[src/rtl/bp_common_pkg.sv]
// ============================================================================
//  Module   : bp_common_pkg
//  Purpose  : Shared host address map and host FSM state type.
//  Revision : 1.0
// ============================================================================
`default_nettype none

package bp_common_pkg;

    localparam logic [63:0] host_getchar_addr_gp     = 64'h0000_0000_0010_0000;
    localparam logic [63:0] host_putchar_addr_gp     = 64'h0000_0000_0010_1000;
    localparam logic [63:0] host_finish_base_addr_gp = 64'h0000_0000_0010_2000;

    typedef enum logic [0:0] {
        e_ready = 1'b0,
        e_resp  = 1'b1
    } bp_nonsynth_host_state_e;

endpackage

`default_nettype wire

[src/rtl/bp_nonsynth_host_watchdog.sv]
// ============================================================================
//  Module   : bp_nonsynth_host_watchdog
//  Purpose  : Saturating cycle counter with synchronous clear and enable.
//  Revision : 1.0
// ============================================================================
`default_nettype none

module bp_nonsynth_host_watchdog #(
    parameter int TIMEOUT_CYCLES_P = 1000000
) (
    input  logic clk_i,
    input  logic reset_i,
    input  logic clear_i,
    input  logic en_i,
    output logic expired_o
);

    localparam int CNT_W = $clog2(TIMEOUT_CYCLES_P + 1);
    localparam logic [CNT_W-1:0] LIMIT = CNT_W'(TIMEOUT_CYCLES_P);

    logic [CNT_W-1:0] cnt_q;

    always_ff @(posedge clk_i) begin
        if (reset_i || clear_i) begin
            cnt_q <= '0;
        end else if (en_i && (cnt_q != LIMIT)) begin
            cnt_q <= cnt_q + 1'b1;
        end
    end

    assign expired_o = (cnt_q == LIMIT);

endmodule

`default_nettype wire

[src/rtl/bp_nonsynth_host.sv]
// ============================================================================
//  Module   : bp_nonsynth_host
//  Purpose  : Simulation host endpoint: putchar/getchar/finish decode, one
//             response per command. Optional watchdog: BP_HOST_WATCHDOG_EN.
//  Revision : 1.0
// ============================================================================
`default_nettype none

module bp_nonsynth_host
    import bp_common_pkg::*;
#(
    parameter int num_core_p       = 1,
    parameter int paddr_width_p    = 40,
    parameter int data_width_p     = 64,
    parameter int timeout_cycles_p = 1000000
) (
    input  logic                     clk_i,
    input  logic                     reset_i,

    input  logic                     io_cmd_v_i,
    output logic                     io_cmd_ready_o,
    input  logic [paddr_width_p-1:0] io_cmd_addr_i,
    input  logic                     io_cmd_we_i,
    input  logic [data_width_p-1:0]  io_cmd_data_i,

    output logic                     io_resp_v_o,
    input  logic                     io_resp_yumi_i,
    output logic [paddr_width_p-1:0] io_resp_addr_o,
    output logic                     io_resp_we_o,
    output logic [data_width_p-1:0]  io_resp_data_o,

    output logic                     char_v_o,
    output logic [7:0]               char_o,
    output logic [num_core_p-1:0]    finish_o,
    output logic                     all_finished_o,
    output logic                     fail_o,
    output logic                     err_o,
    output logic                     timeout_o
);

    localparam logic [8:0] NUM_CORE_SLOTS = 9'(num_core_p);

    bp_nonsynth_host_state_e state_q;

    logic                     resp_v_q;
    logic [paddr_width_p-1:0] resp_addr_q;
    logic                     resp_we_q;
    logic [data_width_p-1:0]  resp_data_q, resp_data_d;
    logic                     char_v_q, char_v_d;
    logic [7:0]               char_q, char_d;
    logic [num_core_p-1:0]    finish_q, finish_d;
    logic                     fail_q, fail_d;
    logic                     err_q, err_d;

    logic                     accept;
    logic                     is_getchar, is_putchar, is_finish;
    logic [8:0]               finish_slot;
    logic                     unused_data;

    assign accept = io_cmd_v_i && (state_q == e_ready);

    assign is_getchar  = (io_cmd_addr_i == host_getchar_addr_gp[paddr_width_p-1:0]);
    assign is_putchar  = (io_cmd_addr_i == host_putchar_addr_gp[paddr_width_p-1:0]);
    // Finish window is one 4 KiB page of 8-byte slots; slot index is the core id.
    assign is_finish   = (io_cmd_addr_i[paddr_width_p-1:12]
                          == host_finish_base_addr_gp[paddr_width_p-1:12])
                         && (io_cmd_addr_i[2:0] == 3'b000);
    assign finish_slot = io_cmd_addr_i[11:3];
    assign unused_data = ^io_cmd_data_i;

    always_comb begin
        resp_data_d = '0;
        char_v_d    = 1'b0;
        char_d      = char_q;
        finish_d    = finish_q;
        fail_d      = fail_q;
        err_d       = err_q;
        if (accept) begin
            if (is_getchar && !io_cmd_we_i) begin
                resp_data_d = '1;
            end else if (is_putchar && io_cmd_we_i) begin
                char_v_d = 1'b1;
                char_d   = io_cmd_data_i[7:0];
            end else if (is_finish && io_cmd_we_i) begin
                if (finish_slot >= NUM_CORE_SLOTS) begin
                    err_d = 1'b1;
                end else begin
                    for (int i = 0; i < num_core_p; i++) begin
                        if (finish_slot == 9'(i)) begin
                            finish_d[i] = 1'b1;
                        end
                    end
                    if (io_cmd_data_i[7:0] != 8'h00) begin
                        fail_d = 1'b1;
                    end
                end
            end else begin
                err_d = 1'b1;
            end
        end
    end

    always_ff @(posedge clk_i) begin
        if (reset_i) begin
            state_q     <= e_ready;
            resp_v_q    <= 1'b0;
            resp_addr_q <= '0;
            resp_we_q   <= 1'b0;
            resp_data_q <= '0;
            char_v_q    <= 1'b0;
            char_q      <= 8'h00;
            finish_q    <= '0;
            fail_q      <= 1'b0;
            err_q       <= 1'b0;
        end else begin
            char_v_q <= char_v_d;
            char_q   <= char_d;
            finish_q <= finish_d;
            fail_q   <= fail_d;
            err_q    <= err_d;
            case (state_q)
                e_ready: begin
                    if (io_cmd_v_i) begin
                        state_q     <= e_resp;
                        resp_v_q    <= 1'b1;
                        resp_addr_q <= io_cmd_addr_i;
                        resp_we_q   <= io_cmd_we_i;
                        resp_data_q <= resp_data_d;
                    end
                end
                e_resp: begin
                    if (io_resp_yumi_i) begin
                        state_q  <= e_ready;
                        resp_v_q <= 1'b0;
                    end
                end
                default: begin
                    state_q  <= e_ready;
                    resp_v_q <= 1'b0;
                end
            endcase
        end
    end

`ifdef BP_HOST_WATCHDOG_EN
    logic timeout_q;
    logic wd_expired;

    bp_nonsynth_host_watchdog #(
        .TIMEOUT_CYCLES_P (timeout_cycles_p)
    ) u_watchdog (
        .clk_i     (clk_i),
        .reset_i   (reset_i),
        .clear_i   (accept),
        .en_i      (~all_finished_o),
        .expired_o (wd_expired)
    );

    always_ff @(posedge clk_i) begin
        if (reset_i) begin
            timeout_q <= 1'b0;
        end else if (wd_expired) begin
            timeout_q <= 1'b1;
        end
    end

    assign timeout_o = timeout_q;
`else
    assign timeout_o = 1'b0;
`endif

    assign io_cmd_ready_o = (state_q == e_ready);
    assign io_resp_v_o    = resp_v_q;
    assign io_resp_addr_o = resp_addr_q;
    assign io_resp_we_o   = resp_we_q;
    assign io_resp_data_o = resp_data_q;
    assign char_v_o       = char_v_q;
    assign char_o         = char_q;
    assign finish_o       = finish_q;
    assign all_finished_o = &finish_q;
    assign fail_o         = fail_q;
    assign err_o          = err_q;

`ifndef SYNTHESIS
    a_yumi_needs_resp: assert property (@(posedge clk_i) disable iff (reset_i)
        io_resp_yumi_i |-> io_resp_v_o);
`endif

endmodule

`default_nettype wire

[config.mk]
export PLATFORM = sky130hd
export DESIGN_NAME = bp_nonsynth_host
export DESIGN_NICKNAME = d
export VERILOG_FILES = /design/src/rtl/bp_common_pkg.sv /design/src/rtl/bp_nonsynth_host_watchdog.sv /design/src/rtl/bp_nonsynth_host.sv
export SDC_FILE = /design/constraint.sdc
export NUM_CORES = 1
export LEC_CHECK = 0
export ABC_CLOCK_PERIOD_IN_PS = 4140
export BUFFER_PORTS_ARGS = -buffer_cell sky130_fd_sc_hd__buf_2
export CELL_PAD_IN_SITES_DETAIL_PLACEMENT = 0
export CELL_PAD_IN_SITES_GLOBAL_PLACEMENT = 1
export CORE_UTILIZATION = 26
export CTS_CLUSTER_DIAMETER = 120
export DETAILED_ROUTE_END_ITERATION = 8
export GPL_TIMING_DRIVEN = 0
export PLACE_DENSITY = 0.87
export SYNTH_ARGS = -nofsm -noshare
export SYNTH_HDL_FRONTEND = slang
export SYNTH_HIERARCHICAL = 1
export SYNTH_SLANG_ARGS = --single-unit
[constraint.sdc]
create_clock -name clk_i -period 4.14 [get_ports clk_i]
set_clock_uncertainty 0.1 [all_clocks]
set_input_delay 0.207 -clock clk_i [delete_from_list [all_inputs] [get_ports clk_i]]
set_output_delay 0.207 -clock clk_i [all_outputs]
set_load 0.05 [all_outputs]
---- Word-level counts from Yosys, hierarchy flattened ----
Index checks and enable logic that the tools add are counted.
cells by class
  equal/unequal tests ..................... 6
  shift operators ......................... 0
  $lt $le $gt $ge ......................... 1
  multiply operators ...................... 0
  $add $sub $neg .......................... 0
  bitwise gates (word level) .............. 5
  reductions and logical operators ........ 16
  divide/modulo/power cells ............... 0
  multiplexer cells ....................... 11
operator list
  cell                    count
  $mux W64                2
  $eq A40 B21 Y1 const B  2
  $eq A28 B9 Y1 const B   1
  $reduce_and A6 Y1       2
  $ge A9 B1 Y1 const B    1
  $logic_not A9 Y1        1
  $reduce_bool A8 Y1      1
  $mux W1                 7
  $logic_and A1 B1 Y1     5
  $not A1 Y1              5
  $ne A2 B2 Y1 const B    2
  $pmux W1 S2             2
  $reduce_and A2 Y1       2
  $reduce_and A4 Y1       1
  $logic_not A3 Y1        1
  $reduce_and A3 Y1       1
  $reduce_or A3 Y1        1
  $ne A2 B1 Y1 const B    1
  $logic_not A1 Y1        1
storage, ports and cells
  memory bits (read-only) ................. 0
  flip-flop bits (word level) ............. 119
  RAM bits ................................ 0
  bits of input ports ..................... 109
  output and inout bits ................... 121
  memories ................................ 0
  latch bits .............................. 0
  word-level logic and storage cells ...... 49

---- Logic depth before layout (Yosys ltp) ----
Gate-level depths: netlist of the first run.
  depth after elaboration ................. 5
  mapped depth ............................ 6
  mapped depth without buffers ............ 5

---- Worst setup path before layout of the first run ----
No wires, ideal clock.
  kind .................................... flip-flop to output port
  start ................................... register, netlist name io_resp_data_o[62]
  end ..................................... output io_resp_data_o[10]
  cell stages (with the launch flop) ...... 2
  path buffers ............................ 1
  arrival time ............................ 2038 ps
  data required time ...................... 3833 ps
  path slack .............................. 1795 ps
  cell sequence ........................... dfxtp_1 > buf_4
RTL lines
  what           line                    RTL
  end, declared  bp_nonsynth_host.sv:30  output logic [data_width_p-1:0] io_resp_data_o,

==> results of run 1 <==
state kept, by name, summed over array words and instances (netlist names):
signal          flops
io_resp_we_o        1
state_q             1
fail_o              1
all_finished_o      1
err_o               1
io_resp_addr_o     40
char_o              8
io_resp_v_o         1
io_resp_data_o      1
char_v_o            1
per-stage QoR:
step           hold slack, ns  std cells
2_1_floorplan           0.243        319
3_3_place_gp            0.342        619
3_5_place_dp            0.347        619
4_1_cts                0.0223        627
5_1_grt                0.0262        627
6_report               0.0339        627
synthesized netlist by cell type:
cell	count
a21oi_1	44
a22oi_1	1
a31oi_1	1
buf_4	65
clkbuf_1	15
conb_1	1
dfxtp_1	56
inv_1	1
mux2i_1	8
nand2_1	86
nand3b_1	1
nand4_1	3
nand4b_1	1
nor2_1	16
nor2b_1	1
nor3_1	3
nor3b_1	1
nor4_1	7
nor4_2	3
nor4_4	1
o21ai_0	2
o21ba_2	1
xor2_1	1
placed cells by master, fill, tap and decap left out, drive strengths merged:
cell / count
nand4b: 1
a31oi: 1
clkbuf: 21
nor3: 3
nand4: 3
mux2i: 8
buf: 236
o21ba: 1
nor4: 11
xor2: 1
dfxtp: 56
inv: 2
nor3b: 1
nor2: 16
clkinv: 1
a21oi: 44
conb: 1
a22oi: 1
nor2b: 1
o21ai: 2
nand2: 86
nand3b: 1
worst paths after layout:
kind                                     end                       startpoint
max reg2reg           char_o[1]$_SDFFE_PP0P_               state_q$_SDFF_PP0_
min          io_resp_addr_o[26]$_SDFFE_PP0P_                io_cmd_addr_i[26]
max                       io_resp_data_o[11]  io_resp_data_o[62]$_SDFFE_PP0P_
min reg2reg  io_resp_addr_o[32]$_SDFFE_PP0P_  io_resp_addr_o[32]$_SDFFE_PP0P_
power by group through the flow:
stage | clock network (mW) | registers, mW | logic [mW]
global placement | 0 | 0.589 | 0.230
global route | 0.341 | 0.581 | 0.247
floorplan | 0 | 0.678 | 0.0633
CTS | 0.319 | 0.578 | 0.232
finish | 0.304 | 0.578 | 0.230
detailed placement | 0 | 0.590 | 0.232
layout make-up:
class                   count  area, µm²  area share
flip-flops and latches     56       1120       0.306
multi-input cells         182        896       0.244
repair buffers            171        856       0.233
plain buffers              80        544       0.148
well taps                 129        161      0.0440
clock buffers               6       72.6      0.0198
clock inverters             2       13.8     0.00375
inverters                   1       3.75     0.00102
kinds of logic (layout without fill, tap and decap cells):
| group | Yosys count | after routing | synth area share |
|---|---|---|---|
| and+or+nand+nor | 123 | 123 | 0.214 |
| buffers and inverters | 81 | 260 | 0.214 |
| DFF | 56 | 56 | 0.437 |
| AOI/OAI and AO/OA | 49 | 49 | 0.0990 |
| muxes | 8 | 8 | 0.0312 |
| other | 1 | 1 | 0.00146 |
| xor gates and xnor gates | 1 | 1 | 0.00342 |
worst max-delay path, cell delays in order, from the launching register on:
cell and delay (ns):
dfxtp_2 1.01, buf_4 0.23, buf_2 0.26
routing by layer:
metal / vias up / GRT usage
met2: 137 / 0.216
li1: 1332 / -
met1: 1127 / 0.166
met5: - / 0
met4: 0 / 0.0435
met3: 7 / 0.0324
==> summary.md, run 1 <==
| Metric | Value |
|---|---|
| Status | `completed` |
| Reg2reg path depth | `6` |
| CP startpoint kind | `flop` |
| Sw Share | `0.329` |
| Die W | `101 µm` |
| Logic pwr share | `0.207` |
| I/O pins | `230` |
| Mapped Area | `0.00256 mm²` |
| Placement Setup Slack | `1.81 ns` |
| Leakage | `1.99 nW` |
| Pwr Density | `303 mW/mm²` |
| Postcts setup bufs | `0` |
| Yosys warns | `6` |
| CP required | `3.83 ns` |
| CP endpoint kind | `output port` |
| Longest Clk Path Bufs | `2` |
| Sequential fraction of the synthesis area | `0.437` |
| Top sig layer | `met4` |
| Final hold vios | `0` |
| Share of Yosys cell area claimed by the top area cell type | `0.437` |
| Met2 WL | `3.23 mm` |
| Max Cap Violations | `0` |
| CTS sink cnt | `56` |
| Final slew viol count | `0` |
| Total power | `1.11 mW` |
| Gr ovfl total | `0` |
| DIE AREA | `0.0103 mm²` |
| Routed wl met3 | `657 µm` |
| Fill count | `981` |
| Critical path arrival | `1.81 ns` |
| Antenna cells | `0` |
| Die height | `101 µm` |
| CP max FO | `65` |
| FF-to-FF setup slack | `2.04 ns` |
| Unique cell type count in the Yosys netlist | `23` |
| Site Rows | `35` |
| CORE AREA | `0.00942 mm²` |
| Psw | `0.366 mW` |
| Syn_area_per_cell | `8.04 µm²` |
| CTS Buf Count | `5` |
| Worst slew pin tran | `1.02 ns` |
| Hold path cells | `3` |
| Worst setup margin | `2.02 ns` |
| Tmin final | `2.12 ns` |
| Largest net degree at the start of global routing | `66` |
| Final setup fails | `0` |
| Drt wl/cell | `11.5 µm` |
| Detailed Route WL | `7.22 mm` |
| Fmax | `0.472 GHz` |
| Drt pass-1 iters | `4` |
| RSZ-0062 raised after global routing | `no` |
| Setup_tns | `0 ns` |
| Initial DRC Count | `47` |
| Initial antenna violation count | `0` |
| Reg clk slew, reported paths | `0.11 ns` |
| Clock power frac | `0.273` |
| Fin crit share | `0.511` |
| CTS root buf | `clkbuf_8` |
| Initial cell density of the core | `0.272` |
| Gate count after technology mapping | `319` |
| Area leader, netlist | `dfxtp_1` |
| Synth Net Count | `428` |
| Cts hold-fix bufs | `0` |
| Layout cells sized above 1 | `0.500` |
| Total Routing Usage GR | `0.131` |
| Max H-tree Level | `2` |
| Max VDD drop | `0.000169 V` |
| Vias in the first global route | `2,115` |
| Wl on met1 | `3.23 mm` |
| Dpl hpwl | `5.73 mm` |
| DR vias | `2,603` |
| Pint | `0.745 mW` |
| PortBufs | `171` |
| Kind of critical path | `flop to output port` |
| Utilization after layout | `0.390` |
| Seq pwr share | `0.520` |
| Seq cells post-synth | `56` |
| ANT nets after route | `0` |
| PostCTS Resize Cnt | `0` |
| Hold/Removal Path Class | `primary input to flop` |
| Relative slew slack | `0.321` |
| CTS tree | `done` |
| Area after DPL | `0.00358 mm²` |
| DRC | `0` |
| Final nets | `606` |
| Worst-Skew Late Latency | `0.30 ns` |
| Vias/cell | `4.15` |
| Routability cong. | `0.715` |
| Largest cells by area after synthesis | `dfxtp_1 44%, buf_4 19%, nand2_1 13%, a21oi_1 8.6%, mux2i_1 3.1%` |
| Global-route wire length before repair | `10.5 mm` |
| Area grow syn2layout | `43.1%` |
| Post-route cell area | `0.00367 mm²` |
(Power assumes the default switching activity.)
==> run 2: changes to the inputs <==
--- a/config.mk
+++ b/config.mk
@@ -5,15 +5,15 @@
 export SDC_FILE = /design/constraint.sdc
 export NUM_CORES = 1
 export LEC_CHECK = 0
-export ABC_CLOCK_PERIOD_IN_PS = 4140
+export ABC_CLOCK_PERIOD_IN_PS = 2100
 export BUFFER_PORTS_ARGS = -buffer_cell sky130_fd_sc_hd__buf_2
 export CELL_PAD_IN_SITES_DETAIL_PLACEMENT = 0
 export CELL_PAD_IN_SITES_GLOBAL_PLACEMENT = 1
-export CORE_UTILIZATION = 26
+export CORE_UTILIZATION = 24
 export CTS_CLUSTER_DIAMETER = 120
 export DETAILED_ROUTE_END_ITERATION = 8
 export GPL_TIMING_DRIVEN = 0
-export PLACE_DENSITY = 0.87
+export PLACE_DENSITY = 0.81
 export SYNTH_ARGS = -nofsm -noshare
 export SYNTH_HDL_FRONTEND = slang
 export SYNTH_HIERARCHICAL = 1
==> constraint.sdc (replaced) <==
create_clock -name clk_i -period 2.1 [get_ports clk_i]
set_clock_uncertainty 0.1 [all_clocks]
set_input_delay 0.105 -clock clk_i [delete_from_list [all_inputs] [get_ports clk_i]]
set_output_delay 0.105 -clock clk_i [all_outputs]
set_load 0.05 [all_outputs]
==> run 2 against run 1 <==
  * Register-to-register slack worse by 1.7 ns
  * Largest cell class unchanged
  * Core utilization is 2.1 points higher
  * Via count rose by 6.9%
  * Wire length is 9.3% higher
==> summary.md, run 2 (synthesis gave the netlist of run 1 again) <==
| Metric | Value |
|---|---|
| Status | `completed` |
| Hold/Removal Path Class | `primary input to flop` |
| CP max FO | `8` |
| Site Rows | `37` |
| Antenna cells | `0` |
| Commonest non-fill, non-tap cells in the layout | `171 x buf_2, 86 x nand2_1, 66 x buf_4` |
| Initial cell density of the core | `0.248` |
| CTS tree | `done` |
| CTS root buf | `clkbuf_8` |
| Total power | `2.28 mW` |
| Final hold vios | `0` |
| Max FFs per register | `40` |
| Vias/cell | `4.05` |
| Worst-Skew Late Latency | `0.30 ns` |
| Worst slew pin tran | `0.573 ns` |
| Largest stage delay on the critical path | `0.54 ns` |
| Fin crit share | `0.925` |
| Global-route wire length before repair | `12.7 mm` |
| Leakage | `2.22 nW` |
| Longest Clk Path Bufs | `2` |
| Drt wl/cell | `11.5 µm` |
| Fmax | `0.515 GHz` |
| Total Routing Usage GR | `0.140` |
| Max H-tree Level | `2` |
| CTS sink cnt | `56` |
| Max VDD drop | `0.000329 V` |
| PortBufs | `171` |
| Routability cong. | `0.797` |
| CORE AREA | `0.0103 mm²` |
| Drt pass-1 iters | `4` |
| ANT nets after route | `0` |
| CTS Buf Count | `5` |
| Final setup fails | `0` |
| CP required | `2.19 ns` |
| CP delay by family, top | `simple AND/OR/NAND/NOR gates` |
| Final slew viol count | `0` |
| Die height | `105 µm` |
| Layout cells sized above 1 | `0.463` |
| DRC | `0` |
| RSZ-0062 raised after global routing | `no` |
| Largest net degree at the start of global routing | `66` |
| Worst Path Buf+Inv | `3` |
| CP endpoint kind | `flop` |
| Vias in the first global route | `2,563` |
| Critical path arrival | `2.04 ns` |
| WHS | `0.0775 ns` |
| Utilization after layout | `0.410` |
| DR vias | `2,782` |
| Relative slew slack | `0.618` |
| Gr ovfl total | `0` |
| DIE AREA | `0.0111 mm²` |
| Kind of critical path | `primary input to flop` |
| CP startpoint kind | `primary input` |
| Most common cell after layout, fill and taps aside | `buf_2` |
| Post-route cell area | `0.00424 mm²` |
| Area grow syn2layout | `65.2%` |
| Area after DPL | `0.00359 mm²` |
| Detailed Route WL | `7.89 mm` |
| Final nets | `659` |
| Max Cap Violations | `0` |
| I/O pins | `230` |
| Initial DRC Count | `100` |
| Setup_tns | `0 ns` |
| Slowest-stage cell, CP | `dlygate4sd3_1` |
| FF-to-FF setup slack | `0.33 ns` |
| Critical-path cell list | `dlygate4sd3_1 > buf_2 > nor4_2 > nand4_1 > nor4_4 > buf_12 > mux2i_1 > nor2_1` |
| Tmin final | `1.94 ns` |
| Die W | `105 µm` |
| Reg clk slew, reported paths | `0.10 ns` |
| Initial antenna violation count | `0` |
| Pwr Density | `539 mW/mm²` |
| Dpl hpwl | `5.80 mm` |
==> run 2: cell types whose count changed in the layout (fill, tap and decap cells not counted), sizes merged <==
cell	change
dlygate4sd3	+51
buf	+2
clkbuf	-1
clkinv	+1
==> run 2: layout make-up <==
| cell class | instances | area [µm²] |
|---|---|---|
| tap | 136 | 170 |
| clock buffer | 5 | 68.8 |
| fill | 1050 | 6090 |
| timing repair buffer | 224 | 1390 |
| multi-input combinational | 182 | 907 |
| sequential | 56 | 1120 |
| buffer | 80 | 546 |
| clock inverter | 3 | 22.5 |
| inverter | 1 | 3.75 |
==> run 2: timing repair <==
| item | in CTS | in global routing |
|---|---|---|
| gates resized for setup | 0 | 5 |
| hold buffers | 51 | 0 |
| setup endpoints to repair | 8 | 70 |
| gates cloned | 0 | 0 |
| pin swaps | 1 | 3 |
| endpoints found under the hold margin | 50 | 0 |
| buffers inserted | 1 | 1 |
==> run 2: metal layers <==
layer | global-route usage | vias to the layer above | routed length, µm
met4 | 0.0372 | 0 | 91
met3 | 0.0303 | 8 | 554
li1 | - | 1440 | -
met1 | 0.171 | 1232 | 3370
met5 | 0 | - | 0
met2 | 0.249 | 102 | 3870
==> run 2: worst reg2reg max path: stages, from the launching register on <==
cell	delay, ns
dfxtp_1	0.34
nor2b_1	0.11
clkbuf_2	0.19
nand4b_1	0.19
nor4_4	0.30
buf_12	0.17
mux2i_1	0.20
nor2_1	0.05
==> run 2: stage by stage <==
stage               instances  setup slack (ns)
finish                    687             0.157
global route              687            0.0272
CTS                       686           0.00254
detailed placement        626            -0.161
global placement          626            -0.152
floorplan                 319             0.338
==> run 2: final timing paths <==
kind | endpoint | depth (start not counted) | start
worst max-delay path | char_o[0]$_SDFFE_PP0P_ | 8 | io_cmd_addr_i[0]
worst min-delay path | char_o[0]$_SDFFE_PP0P_ | 2 | reset_i
worst max register to register | char_o[0]$_SDFFE_PP0P_ | 7 | state_q$_SDFF_PP0_
worst min register to register | io_resp_addr_o[14]$_SDFFE_PP0P_ | 2 | io_resp_addr_o[14]$_SDFFE_PP0P_
==> run 2: report_power, final <==
group	internal, mW	switching (mW)	leakage, nW	total (mW)
Clock	0.240	0.372	0.0485	0.612
Sequential	1.11	0.0255	0.459	1.14
Combinational	0.181	0.352	1.71	0.532
